==> src/rtl/register_file_if.sv <==
// Operand bus between the control unit and the register file: read/write addresses,
// write strobe, result data, stall, the two read ports and the debug inspection port.
interface register_file_if #(
    parameter int DATA_W = 8,
    parameter int ADDR_W = 6
);
    logic [ADDR_W-1:0] aa;
    logic [ADDR_W-1:0] ab;
    logic [ADDR_W-1:0] ad;
    logic              wr;
    logic [DATA_W-1:0] din;
    logic              stall;
    logic [DATA_W-1:0] qa;
    logic [DATA_W-1:0] qb;
    logic [ADDR_W-1:0] dbg_addr;
    logic [DATA_W-1:0] dbg_data;

    modport master (
        output aa, ab, ad, wr, din, stall, dbg_addr,
        input  qa, qb, dbg_data
    );

    modport slave (
        input  aa, ab, ad, wr, din, stall, dbg_addr,
        output qa, qb, dbg_data
    );
endinterface

==> src/rtl/register_file.sv <==
// Operand register file: two registered read ports with write-first bypass, one
// synchronous write port, optional hard-zero r0 and a combinational debug read port.
module register_file #(
    parameter int DATA_W  = 8,
    parameter int ADDR_W  = 6,
    parameter bit ZERO_R0 = 1'b1
) (
    input logic            clk,
    input logic            rst,
    register_file_if.slave bus
);
    localparam int DEPTH = 1 << ADDR_W;

    logic [DATA_W-1:0] mem [DEPTH];
    logic              wr_live;
    logic [DATA_W-1:0] val_a;
    logic [DATA_W-1:0] val_b;

    // A write to r0 is dropped entirely, so it must not feed the bypass either.
    assign wr_live = bus.wr && !(ZERO_R0 && (bus.ad == '0));

    assign val_a = (ZERO_R0 && (bus.aa == '0))       ? '0      :
                   (wr_live && (bus.ad == bus.aa))   ? bus.din :
                                                       mem[bus.aa];

    assign val_b = (ZERO_R0 && (bus.ab == '0))       ? '0      :
                   (wr_live && (bus.ad == bus.ab))   ? bus.din :
                                                       mem[bus.ab];

    assign bus.dbg_data = (ZERO_R0 && (bus.dbg_addr == '0)) ? '0 : mem[bus.dbg_addr];

    // NOTE: the array is built from flops rather than a RAM macro because every
    // register must clear asynchronously; a RAM cannot be reset like this.
    always_ff @(posedge clk or posedge rst) begin
        if (rst) begin
            mem <= '{default: '0};
        end else if (wr_live) begin
            mem[bus.ad] <= bus.din;
        end
    end

    always_ff @(posedge clk or posedge rst) begin
        if (rst) begin
            bus.qa <= '0;
            bus.qb <= '0;
        end else if (!bus.stall) begin
            bus.qa <= val_a;
            bus.qb <= val_b;
        end
    end
endmodule

==> src/flat_wrapper.sv <==
// flat-port wrapper written by rule: the top's interface ports become plain ports
module register_file_flat 
#(
    parameter int DATA_W  = 8,
    parameter int ADDR_W  = 6,
    parameter bit ZERO_R0 = 1'b1
)
  (clk, rst, bus_aa, bus_ab, bus_ad, bus_wr, bus_din, bus_stall, bus_dbg_addr, bus_qa, bus_qb, bus_dbg_data);
  register_file_if #(.DATA_W(DATA_W), .ADDR_W(ADDR_W)) bus_i ();
  input logic clk;
  input logic rst;
  input wire logic [$bits(bus_i.aa)-1:0] bus_aa;
  input wire logic [$bits(bus_i.ab)-1:0] bus_ab;
  input wire logic [$bits(bus_i.ad)-1:0] bus_ad;
  input wire logic [$bits(bus_i.wr)-1:0] bus_wr;
  input wire logic [$bits(bus_i.din)-1:0] bus_din;
  input wire logic [$bits(bus_i.stall)-1:0] bus_stall;
  input wire logic [$bits(bus_i.dbg_addr)-1:0] bus_dbg_addr;
  output wire logic [$bits(bus_i.qa)-1:0] bus_qa;
  output wire logic [$bits(bus_i.qb)-1:0] bus_qb;
  output wire logic [$bits(bus_i.dbg_data)-1:0] bus_dbg_data;
  assign bus_i.aa = bus_aa;
  assign bus_i.ab = bus_ab;
  assign bus_i.ad = bus_ad;
  assign bus_i.wr = bus_wr;
  assign bus_i.din = bus_din;
  assign bus_i.stall = bus_stall;
  assign bus_i.dbg_addr = bus_dbg_addr;
  assign bus_qa = bus_i.qa;
  assign bus_qb = bus_i.qb;
  assign bus_dbg_data = bus_i.dbg_data;
  register_file #(.DATA_W(DATA_W), .ADDR_W(ADDR_W), .ZERO_R0(ZERO_R0)) u_core (.clk(clk), .rst(rst), .bus(bus_i));
endmodule
==> config.mk <==
export PLATFORM = sky130hd
export DESIGN_NAME = register_file_flat
export DESIGN_NICKNAME = d
export VERILOG_FILES = /design/src/rtl/register_file_if.sv /design/src/rtl/register_file.sv /design/src/flat_wrapper.sv
export SDC_FILE = /design/constraint.sdc
export NUM_CORES = 1
export LEC_CHECK = 0
export CAP_MARGIN = 15
export CORE_MARGIN = 5
export CORE_UTILIZATION = 59
export CTS_BUF_LIST = sky130_fd_sc_hd__clkbuf_8
export CTS_CLUSTER_DIAMETER = 100
export CTS_CLUSTER_SIZE = 25
export DETAILED_ROUTE_END_ITERATION = 16
export GPL_ROUTABILITY_DRIVEN = 0
export PLACE_DENSITY = 0.78
export SYNTH_ARGS = -nofsm -noshare
export SYNTH_HDL_FRONTEND = slang
export SYNTH_SLANG_ARGS = --single-unit
==> constraint.sdc <==
create_clock -name clk -period 17 [get_ports clk]
set_clock_uncertainty 0.1 [all_clocks]
set_input_delay 1.7 -clock clk [delete_from_list [all_inputs] [get_ports clk]]
set_output_delay 1.7 -clock clk [all_outputs]
set_load 0.02 [all_outputs]
==> summary.md <==
| Metric | Value |
|---|---|
| Status | `completed` |
| Overflow left after global routing | `0` |
| Dpl cell area | `0.0335 mm²` |
| Crit-path max FO | `51` |
| Vias per cell | `7.78` |
| H-tree levels | `1` |
| Number of global-route vias before repair | `22,800` |
| Post-synthesis area per instance | `14.5 µm²` |
| Full die area | `0.0604 mm²` |
| Final Cell Area | `0.0340 mm²` |
| First-pass GRT wire length | `156 mm` |
| Via count | `22,800` |
| Wire length per cell | `35.4 µm` |
| Starting Density | `0.596` |
| Startpoint types | `input port` |
| Post-synth EDFFs | `0` |
| GRT Util Overall | `0.345` |
| Critical path endpoint category | `primary output` |
| Crit-path slowest cell | `buf_4` |
| Number of iterations in the first detailed-routing pass | `9` |
| Residual DRC | `0` |
| Clk sinks | `528` |
| CP peak stage delay | `0.74 ns` |
| Worst EP arrival | `5.50 ns` |
| Max VDD drop | `0.0000549 V` |
| Tmin final | `7.30 ns` |
| 1st-iter DRT viols | `4,105` |
| Area of the mapped netlist | `0.0328 mm²` |
| Kind of critical path | `in2out` |
| Routed Wire Length | `104 mm` |
| Pwr dens | `86.5 mW/mm²` |
| Clock Latency Late Sink | `0.71 ns` |
| Most common cell on crit path | `mux4_2` |
| HPWL Detailed | `66.6 mm` |
| Ys flop type | `dfrtp_1` |
| RSZ-0062 raised after global routing | `false` |
| Leak | `14.5 nW` |
| Final hold violations | `0` |
| Ys Warns | `0` |
| Mapped Cells | `2,270` |
| Share of layout cells above drive strength 1 | `0.467` |
| PostCTS Resize Cnt | `0` |
| Netlist cell types | `59` |
| Core Box Area | `0.0551 mm²` |
| Post-route ant nets | `0` |
| Yosys reg bits | `528` |
| # setup viols final | `0` |
| Die width | `246 µm` |
| PortBufs | `59` |
| Die Span Y | `246 µm` |
| HP Class | `reg2reg` |
| Initial antenna violation count | `9` |
| Part of the cycle the worst path needs | `0.429` |
| Post-CTS Hold Buffers | `0` |
| CTS tree | `built` |
| Layout area overhead | `3.68%` |
| Clock Pin Slew Worst Setup and Hold Paths | `0.15 ns` |
| # IOs | `60` |
| Post-Syn Nets | `2,306` |
| Asr flop ratio synth | `1.00` |
| Max_cap viols | `0` |
| Setup Buffers After CTS | `0` |
| Final Max Tran Viols | `0` |
| Crit path cell chain | `clkbuf_8, buf_4, mux4_2, mux4_2, mux2i_1, o21ai_1, clkdlybuf4s50_1` |
| Sequential share of the synthesized area | `0.403` |
| Max frequency | `137 MHz` |
| Worst Tran Pin Value | `1.32 ns` |
| Setup tns final | `0 ns` |
| Num CTS Buffers | `25` |
| Largest net degree at the start of global routing | `181` |
| CTS Buffer Depth | `3` |
| Slew headroom | `0.119` |
| Crit path required time | `15.20 ns` |
| Root Buffer | `clkbuf_8` |
| Site row count | `86` |
| Final net count | `2,209` |
## worst paths after layout
kind | from | slack [ns] | cells after the start | end
worst max register to register | u_core.mem[268] | 14.19 | 6 | u_core.bus.qa[4]
worst min register to register | u_core.mem[509] | 0.33 | 0 | u_core.mem[509]
max in group asynchronous | rst | 13.83 | 3 | u_core.mem[483]
worst min-delay path | u_core.mem[509] | 0.33 | 0 | u_core.mem[509]
worst max-delay path | bus_dbg_addr[0] | 9.70 | 7 | bus_dbg_data[6]
min in group asynchronous | rst | 1.40 | 2 | u_core.mem[140]
## cell families (layout without fill, tap and decap cells)
family,Yosys count,after routing,share of synthesized area
muxes,1044,1044,0.481
DFF,528,528,0.403
and+or+nand+nor,253,253,0.0369
buffers and inverters,231,138,0.0345
AOI/OAI and AO/OA,202,202,0.0421
xor gates and xnor gates,12,12,0.00320
other,0,5,0
## cells in the final DEF, fill, tap and decap left out, types with 4 or more instances in the layout
master / count
a211o_1: 6
a211oi_1: 19
a21o_1: 4
a21oi_1: 28
a221o_1: 4
a221oi_1: 12
a22o_1: 4
a22oi_1: 23
a31oi_1: 6
a32oi_1: 4
buf_2: 13
buf_4: 41
buf_6: 6
clkbuf_8: 29
clkdlybuf4s50_1: 38
dfrtp_1: 528
diode_2: 5
mux2_2: 535
mux2i_1: 137
mux4_2: 372
nand2_1: 95
nand2b_1: 16
nand3_1: 26
nand3b_1: 4
nand4_1: 6
nor2_1: 44
nor2b_1: 25
nor3_1: 13
o211ai_1: 5
o21ai_0: 31
o21ai_1: 14
o221ai_1: 6
o22ai_1: 12
o31ai_1: 5
or2_2: 6
xnor2_1: 8
xor2_1: 4
## Yosys cell counts (all sizes together) (3+ instances only)
master | instances | area, µm²
a211o | 6 | 52.6
o221ai | 6 | 52.6
xor2 | 4 | 35.0
a22o | 4 | 35.0
a21oi | 28 | 140
xnor2 | 8 | 70.1
nand4 | 6 | 37.5
nor3 | 13 | 65.1
a22oi | 23 | 173
clkbuf | 128 | 482
o32ai | 3 | 26.3
a21o | 4 | 30.0
buf | 100 | 641
o211ai | 5 | 37.5
a221oi | 12 | 105
mux2 | 535 | 6020
dfrtp | 528 | 13200
o21ai | 45 | 225
inv | 3 | 11.3
nor2 | 45 | 169
o311ai | 3 | 26.3
nand3 | 26 | 130
mux2i | 137 | 1370
o31ai | 5 | 37.5
mux4 | 372 | 8380
nor2b | 26 | 163
nand2 | 95 | 357
o22ai | 12 | 75.1
a211oi | 19 | 143
a31oi | 7 | 43.8
nand3b | 4 | 30.0
or2 | 6 | 37.5
or4 | 3 | 22.5
a221o | 4 | 40.0
o22a | 3 | 26.3
nand2b | 16 | 100
nor3b | 3 | 22.5
a32oi | 4 | 35.0
## sequential cells by signal (all words and copies together), names as in the netlist
| signal | cells |
|---|---|
| u_core.bus.qa | 8 |
| u_core.bus.qb | 8 |
| u_core.mem | 512 |
## layout make-up
type / instances / area [µm²]
fill: 4156 / 21100
clock inverter: 3 / 53.8
multi-input combinational: 1511 / 18500
inverter: 3 / 18.8
antenna: 5 / 12.5
timing repair buffer: 104 / 925
clock buffer: 28 / 385
tap: 748 / 936
sequential: 528 / 13200
## critical path, delay by kind of cell
family                 cells  cell delay (ns)
AOI/OAI and AO/OA          1             0.30
muxes                      3             1.52
buffers and inverters      3             1.86
## report_power, final
part / switching (mW) / total [mW] / internal (mW)
Clock: 0.399 / 0.565 / 0.166
Sequential: 0.183 / 1.60 / 1.42
Combinational: 0.354 / 0.779 / 0.425
## metrics by stage
stage,worst slack [ns],hold slack (ns),cells,power [mW],util
3_5_place_dp,9.79,0.290,2890,2.37,0.609
4_1_cts,9.78,0.323,2921,2.92,0.617
5_1_grt,9.49,0.328,2927,3.04,0.618
2_1_floorplan,0.447,0.341,2270,2.13,-
3_3_place_gp,9.81,0.282,2890,2.33,0.609
6_report,9.70,0.326,2930,2.94,0.618
## metal layers
layer	vias to the layer above	wire, µm	GRT usage
met5	-	30	0
met4	4	5550	0.143
met3	340	14900	0.124
met2	1811	44900	0.491
met1	11900	38400	0.488
li1	8742	-	-
(Power assumes the default switching activity.)
